**src/rtl/simulador_reservatorio.sv**
```systemverilog
// Tank-level emulator that turns valve/irrigation commands into float-switch
// sensors for the irrigation controller, so the system runs with no hardware.
// Ports:
//   clk, rst_n       - clock, synchronous active-low reset
//   VE, GT, AS       - inlet valve, drip irrigation, sprinkler (sampled on tick)
//   A, M, B          - thermometer-coded level sensors (high, mid, low)
//   nivel            - current level register
//   transbordo, seco - one-clock pulses when a tick's update is clipped
module simulador_reservatorio #(
    parameter int LEVEL_W    = 8,
    parameter int MAX_LEVEL  = 200,
    parameter int INIT_LEVEL = 0,
    parameter int B_TH       = 40,
    parameter int M_TH       = 100,
    parameter int A_TH       = 160,
    parameter int HYST       = 4,
    parameter int FILL_RATE  = 4,
    parameter int DRIP_RATE  = 1,
    parameter int SPRAY_RATE = 3,
    parameter int TICK_DIV   = 50000
) (
    input  logic               clk,
    input  logic               rst_n,
    input  logic               VE,
    input  logic               GT,
    input  logic               AS,
    output logic               A,
    output logic               M,
    output logic               B,
    output logic [LEVEL_W-1:0] nivel,
    output logic               transbordo,
    output logic               seco
);

    localparam int CW = $clog2(TICK_DIV);
    // Three extra bits keep nivel + delta free of wrap in both directions.
    localparam int SW = LEVEL_W + 3;

    localparam logic signed [SW-1:0] FILL_S  = SW'(FILL_RATE);
    localparam logic signed [SW-1:0] DRIP_S  = SW'(DRIP_RATE);
    localparam logic signed [SW-1:0] SPRAY_S = SW'(SPRAY_RATE);
    localparam logic signed [SW-1:0] MAX_S   = SW'(MAX_LEVEL);

    localparam logic [LEVEL_W-1:0] B_UP = LEVEL_W'(B_TH);
    localparam logic [LEVEL_W-1:0] M_UP = LEVEL_W'(M_TH);
    localparam logic [LEVEL_W-1:0] A_UP = LEVEL_W'(A_TH);
    localparam logic [LEVEL_W-1:0] B_DN = LEVEL_W'(B_TH - HYST);
    localparam logic [LEVEL_W-1:0] M_DN = LEVEL_W'(M_TH - HYST);
    localparam logic [LEVEL_W-1:0] A_DN = LEVEL_W'(A_TH - HYST);

    typedef enum logic [1:0] {
        VAZIO = 2'd0,
        BAIXO = 2'd1,
        MEDIO = 2'd2,
        ALTO  = 2'd3
    } state_t;

    state_t                 state;
    logic [CW-1:0]          cnt;
    logic                   tick;
    logic signed [SW-1:0]   delta;
    logic signed [SW-1:0]   nxt;

    assign tick = (cnt == CW'(TICK_DIV - 1));

    always_comb begin
        delta = '0;
        if (VE) delta = delta + FILL_S;
        if (GT) delta = delta - DRIP_S;
        if (AS) delta = delta - SPRAY_S;
        nxt = $signed({3'b000, nivel}) + delta;
    end

    // Prescaler and level integrator.
    always_ff @(posedge clk) begin
        if (!rst_n) begin
            cnt        <= '0;
            nivel      <= LEVEL_W'(INIT_LEVEL);
            transbordo <= 1'b0;
            seco       <= 1'b0;
        end else begin
            transbordo <= 1'b0;
            seco       <= 1'b0;
            cnt        <= tick ? '0 : cnt + 1'b1;
            if (tick) begin
                if (nxt > MAX_S) begin
                    nivel      <= LEVEL_W'(MAX_LEVEL);
                    transbordo <= (delta > 0);
                end else if (nxt < 0) begin
                    nivel <= '0;
                    seco  <= (delta < 0);
                end else begin
                    nivel <= nxt[LEVEL_W-1:0];
                end
            end
        end
    end

    // Sensor FSM: one step per clock, outputs registered with the state.
    always_ff @(posedge clk) begin
        if (!rst_n) begin
            state     <= VAZIO;
            {A, M, B} <= 3'b000;
        end else begin
            unique case (state)
                VAZIO: begin
                    if (nivel >= B_UP) begin
                        state     <= BAIXO;
                        {A, M, B} <= 3'b001;
                    end
                end
                BAIXO: begin
                    if (nivel >= M_UP) begin
                        state     <= MEDIO;
                        {A, M, B} <= 3'b011;
                    end else if (nivel < B_DN) begin
                        state     <= VAZIO;
                        {A, M, B} <= 3'b000;
                    end
                end
                MEDIO: begin
                    if (nivel >= A_UP) begin
                        state     <= ALTO;
                        {A, M, B} <= 3'b111;
                    end else if (nivel < M_DN) begin
                        state     <= BAIXO;
                        {A, M, B} <= 3'b001;
                    end
                end
                ALTO: begin
                    if (nivel < A_DN) begin
                        state     <= MEDIO;
                        {A, M, B} <= 3'b011;
                    end
                end
            endcase
        end
    end

endmodule

```
**config.mk**
```make
export PLATFORM = sky130hd
export DESIGN_NAME = simulador_reservatorio
export DESIGN_NICKNAME = d
export VERILOG_FILES = /design/src/rtl/simulador_reservatorio.sv
export SDC_FILE = /design/constraint.sdc
export NUM_CORES = 1
export LEC_CHECK = 0
export ABC_AREA = 1
export CORE_MARGIN = 5
export CORE_UTILIZATION = 40
export DETAILED_ROUTE_END_ITERATION = 10
export PLACE_DENSITY = 0.57
export SYNTH_ARGS = -nofsm -noshare
export SYNTH_HDL_FRONTEND = slang
export SYNTH_SLANG_ARGS = --single-unit
```
**constraint.sdc**
```tcl
create_clock -name clk -period 4.1 [get_ports clk]
set_input_delay 0.41 -clock clk [delete_from_list [all_inputs] [get_ports clk]]
set_output_delay 0.41 -clock clk [all_outputs]
set_load 0.02 [all_outputs]
```
# Word level (Yosys, flattened, before mapping)
# Index checks and enable logic that the tools add are counted.
word_totals:
  regBits: 31
  mem_bits_ro: 0
  out_inout_bits: 13
  latch_bits: 0
  wordCells: 64
  mem_bits_rw: 0
  memories: 0
  input_bits: 5
classes:
  n_eq_ne: 8
  n_bitwise: 3
  div_mod_pow: 0
  n_lt_le_gt_ge: 10
  n_reduce_logical: 5
  n_shift: 0
  add_sub_neg: 4
  n_mux: 26
  mul: 0
ops:
  columns: ["op", "count"]
  rows:
  - ["less-than comparator 11 x 1 -> 1 bit (second input constant)", 2]
  - ["two-way mux 11 bit", 2]
  - ["adder 16 x 1 -> 16 bit (second input constant)", 1]
  - ["equality test 16 bit (second input constant)", 1]
  - ["two-way mux 8 bit", 2]
  - ["two-way mux 2 bit", 6]
  - ["case mux 1 bit (4 select lines)", 3]
  - ["adder 9 x 11 -> 11 bit", 1]
  - ["> comparator 11 x 1 -> 1 bit (second input constant)", 1]
  - ["> comparator 11 x 9 -> 1 bit (second input constant)", 1]
  - ["two-way mux 1 bit", 11]
  - ["subtractor 11 x 2 -> 11 bit (second input constant)", 1]
  - ["subtractor 11 x 3 -> 11 bit (second input constant)", 1]
  - ["greater-or-equal comparator 8 x 6 -> 1 bit (second input constant)", 1]
  - ["greater-or-equal comparator 8 x 7 -> 1 bit (second input constant)", 1]
  - ["greater-or-equal comparator 8 bit (second input constant)", 1]
  - ["less-than comparator 8 x 6 -> 1 bit (second input constant)", 1]
  - ["less-than comparator 8 x 7 -> 1 bit (second input constant)", 1]
  - ["less-than comparator 8 bit (second input constant)", 1]
  - ["case mux 2 bit (4 select lines)", 1]
  - ["!= test 3 bit (second input constant)", 2]
  - ["equality test 2 bit (second input constant)", 2]
  - ["!= test 2 bit (second input constant)", 2]
  - ["AND reduction 4 bit", 1]
  - ["other kinds (7)", 9]

# Longest topological paths before layout
depth:
  ltp_word: 9
  ltp_mapped: 19
  depth_no_buf: 19

# Worst setup path before layout
# OpenSTA, ideal clock, no wires.
synth_path:
  path_kind: "input port to flip-flop"
  startpoint: "in VE"
  endpoint: "reg nivel[0]"
  stages: 16
  t_required_ns: 3.986
  setup_ns: 0.114
  slack_ns: 1.646
  path_buffers: 1
  t_arrival_ns: 2.340
  path_cell_list: "inv_1 ha_1 inv_1 ha_1 nor2_1 nor2_2 ha_1 or2_4 nand3_2 nand2_1 nand2_1 nand2_1 and2_1 buf_6 nand4_1 nand2_1"
synth_between:
  elab_chain_len: 9
  elab_cells_between_ends: 10
  classes_between: "add/sub: 3; order compare: 2; mux: 5"
synth_rtl:
  columns: ["element", "line_no", "source"]
  rows:
  - ["start: declaration", "24", "input logic VE,"]
  - ["two-way mux 3 bit *", "68", "if (VE) delta = delta + FILL_S;"]
  - ["subtractor 11 x 2 -> 11 bit", "69", "if (GT) delta = delta - DRIP_S;"]
  - ["two-way mux 11 bit *", "69", null]
  - ["subtractor 11 x 3 -> 11 bit", "70", "if (AS) delta = delta - SPRAY_S;"]
  - ["two-way mux 11 bit *", "70", null]
  - ["named net delta[10]", "61", "logic signed [SW-1:0] delta;"]
  - ["adder 9 x 11 -> 11 bit *", "71", "nxt = $signed({3'b000, nivel}) + delta;"]
  - ["less-than comparator 11 x 1 -> 1 bit", "89", "end else if (nxt < 0) begin"]
  - ["two-way mux 8 bit", "89", null]
  - ["two-way mux 8 bit *", "86", "if (nxt > MAX_S) begin"]
  - ["end signal: assignment", "78", "nivel <= LEVEL_W'(INIT_LEVEL);"]
  - ["end signal: assignment", "87", "nivel <= LEVEL_W'(MAX_LEVEL);"]
  - ["end signal: assignment", "93", "nivel <= nxt[LEVEL_W-1:0];"]
  - ["end: declaration", "30", "output logic [LEVEL_W-1:0] nivel,"]
# The timed path passes the listed nets; every way through them passes the cells marked *.
# A chain may end at the register's enable or synchronous reset.

# Worst setup path in the final report
layout_path:
  startpoint: "in GT"
  endpoint: "reg nivel[1]"
layout_between:
  elab_chain_len: 7
  elab_cells_between_ends: 8
  classes_between: "add/sub: 2; order compare: 2; mux: 4"
layout_rtl:
  columns: ["element", "line_no", "source"]
  rows:
  - ["start: declaration", "25", "input logic GT,"]
  - ["two-way mux 11 bit *", "69", null]
  - ["subtractor 11 x 3 -> 11 bit", "70", null]
  - ["two-way mux 11 bit *", "70", null]
  - ["named net delta[10]", "61", null]
  - ["adder 9 x 11 -> 11 bit *", "71", null]
  - ["less-than comparator 11 x 1 -> 1 bit", "89", null]
  - ["two-way mux 8 bit", "89", null]
  - ["two-way mux 8 bit *", "86", null]
# Marks and branches as above.

==> flow_summary.toml <==
[logic_synthesis]
synth_flop_cell = "dfxtp_1"
syn-instance-count = 321
synth_top_area_share_pct = 29.2
ys_seq_elements = 30
yosysSeqAreaShare_pct = 29.2
synth_nets = 341
synth_area_leader_cell = "dfxtp_1"
synthTopCellsByCount = "nand2_1, inv_1, nor2_1, dfxtp_1, nand3_1"
yosysWarnings = 0
synth.area.top_cells = "dfxtp_1, nand2_1, inv_1"
synth_edf_count = 0
synthArstFlopShare_pct = 0
ys_types = 30
syn_area_sq_um = 2060
synth.avg_cell_area_sq_um = 6.41
synth_most_common_cell = "nand2_1"

[cts]
clk_pin_slew_worst_paths_ns = 0.06
post_cts.repair.setup_buffers = 0
tritoncts = "built"
clock_path_buffers = 2
cts_hold_buf = 0
cts-root-buf = "clkbuf_8"
insertion_delay_ns = 0.28
cts_sinks = 30
htree_levels = 2
cts_buffers = 5
postCtsResizedCells = 0

[finish]
regArea_sq_um = 601
multiInputGateArea_sq_um = 1240
num-nets-final = 362
fin_cells = 412
syn_to_final_growth_pct = 15.2
antenna_cells = 0
nFillCells = 543
drive_above_1_share_pct = 4.39
stdcell_area_sq_um = 2370
final_util_pct = 47.0

[die]
fp.dieW_um = 81.7
rows = 26
initial_core_util_pct = 40.8
die_h_um = 81.7
fp.dieArea_sq_um = 6680
ios = 18
core_region_area_sq_um = 5040

[place]
dp_hpwl_mm = 3.60
gp_congestion = 0.933
post_dp_cell_area_sq_um = 2290
place_inst = 405
io_buffers = 17

[timing]
layout_min_cycle_time_ns = 2.94
fin_crit_sh_pct = 71.6
fmax_mhz = 341
fin_skew_ns = 0.00579
rsz0062_at_grt = "no"
slew_headroom_pct = 71.3
tightest_slew_ns = 0.429
finalMaxSlewViolations = 0
finalSetupTns_ns = 0
finalSetupViolCount = 0
hold_viol = 0

[pwr]
p_leak_nw = 1.07
powerDensity_nw_per_um2 = 251
intPower_w = 0.000440
pwr-share-comb_pct = 13.9
power_w = 0.000594
p_sw_w = 0.000154
seq_power_share_pct = 49.7
pwr-share-clk_pct = 36.4
max-vdd-ir-drop_v = 0.000161
power_switching_share_pct = 25.9

[critical_path]
slowest_stage = "clkdlybuf4s50_1"
worstPathMaxFanout = 8
crit_chain = "clkdlybuf4s50_1 -> ha_1 -> inv_1 -> ha_1 -> nor2_1 -> nor2_2 -> ha_1 -> nand2_1 -> nand2_1 -> a21oi_1 -> nand2_1 -> nand2_1 -> nand2_1 -> and2_1 -> nand4_1 -> nand2_1"
slowest_delay_ns = 0.50
end_kind = "flip-flop"
arrival_ns = 3.10
r2r_cells = 12
reg2reg_slack_ns = 1.97
start_kind = "input pin"
crit_type = "in -> reg"
path_common_cell = "nand2_1"
crit-reg2reg-launch = "nivel[7]$_SDFFE_PN0N_"
critical_path_required_ns = 4.26
worstReg2RegEnd = "nivel[2]$_SDFFE_PN0N_"

[global_routing]
grt-ovfl-total = 0
grt_util_all_layers_pct = 15.6
antenna_found_initial = 0
first_global_vias = 1807
grt_max_degree = 14
grt_pass1_wl_mm = 8.06

[worst_hold_path]
min_from = "cnt[0]$_SDFF_PP0_"
hold_depth = 1
holdCritPathClass = "reg -> reg"
min_to = "cnt[0]$_SDFF_PP0_"

[route]
drtIter0Drc = 87
wl_per_cell_um = 11.0
dr.pass1.iters = 4
via_count = 1940
drc = 0
via_per_inst = 4.71
ant_nets = 0
routed_wl_mm = 4.55

[outcome]
outcome = "complete, no violations"

[run]
maxCapViolations = 0
==> state kept, by name, summed over array words and instances (netlist names) <==
register,flops
M,1
A,1
cnt,16
seco,1
transbordo,1
B,1
state,1
nivel,8
==> final cells by class <==
| type | count | area share (%) |
|---|---|---|
| tap | 70 | 3.69 |
| sequential | 30 | 25.3 |
| timing repair buffer | 17 | 7.18 |
| inverter | 53 | 8.39 |
| multi-input combinational | 235 | 52.2 |
| clock buffer | 7 | 3.22 |
==> critical path, delay by kind of cell <==
kind                     cells  cell delay (ns)
adder cells (fa/ha/maj)      3             0.77
AO/OA/AOI/OAI                1             0.23
buffers and inverters        2             0.55
AND/OR/NAND/NOR             10             1.15
==> worst max-delay path by stage <==
stage | depth (start not counted) | slack (ns) | startpoint | end
global route | 16 | 0.90 | GT | nivel[4]$_SDFFE_PN0N_
CTS | 16 | 1.19 | GT | nivel[1]$_SDFFE_PN0N_
global placement | 16 | 0.93 | GT | nivel[1]$_SDFFE_PN0N_
finish | 16 | 1.16 | GT | nivel[1]$_SDFFE_PN0N_
detailed placement | 16 | 0.89 | GT | nivel[4]$_SDFFE_PN0N_
floorplan | 16 | 1.65 | VE | nivel[0]$_SDFFE_PN0N_
==> cells by family (layout without fill, tap and decap cells) <==
group,after synthesis,after routing,share of synthesized area [%]
buf+inv,56,77,10.7
xor+xnor,5,5,2.13
flops,30,30,29.2
fa+ha+maj,15,15,9.48
simple gates,190,190,41.0
compound gates,25,25,7.54
==> cell usage in the layout, fill, tap and decap left out, drive strengths merged, types with 2 or more instances in the layout <==
| master | instances |
|---|---|
| a21oi | 14 |
| inv | 53 |
| nand2 | 96 |
| nand4 | 16 |
| ha | 14 |
| xor2 | 3 |
| clkdlybuf4s50 | 17 |
| nand3 | 22 |
| nor3 | 11 |
| clkbuf | 7 |
| xnor2 | 2 |
| dfxtp | 30 |
| o21ai | 5 |
| nand3b | 3 |
| nor2 | 38 |
| nor3b | 2 |
==> metrics by stage <==
step	hold WS [ns]	setup WS (ns)
finish	0.452	1.16
global route	0.486	0.899
CTS	0.455	1.19
detailed placement	0.440	0.893
global placement	0.430	0.929
floorplan	0.418	1.65
==> power by group through the flow <==
stage	logic, W	registers, W	clock network (W)
after detailed placement	0.0000819	0.000302	0
after global routing	0.0000947	0.000296	0.000241
after CTS	0.0000823	0.000295	0.000227
after global placement	0.0000819	0.000302	0
after floorplan	0.0000633	0.000302	0
final	0.0000823	0.000295	0.000217
==> routing by layer <==
metal / GRT usage, % / vias up / routed length [um]
li1: - / 1067 / -
met1: 20.9 / 833 / 2370
met2: 23.8 / 36 / 1950
met3: 4.71 / 4 / 184
met4: 4.82 / 0 / 36
met5: 0 / - / 0
No activity file was read; power rests on OpenSTA's default activity.
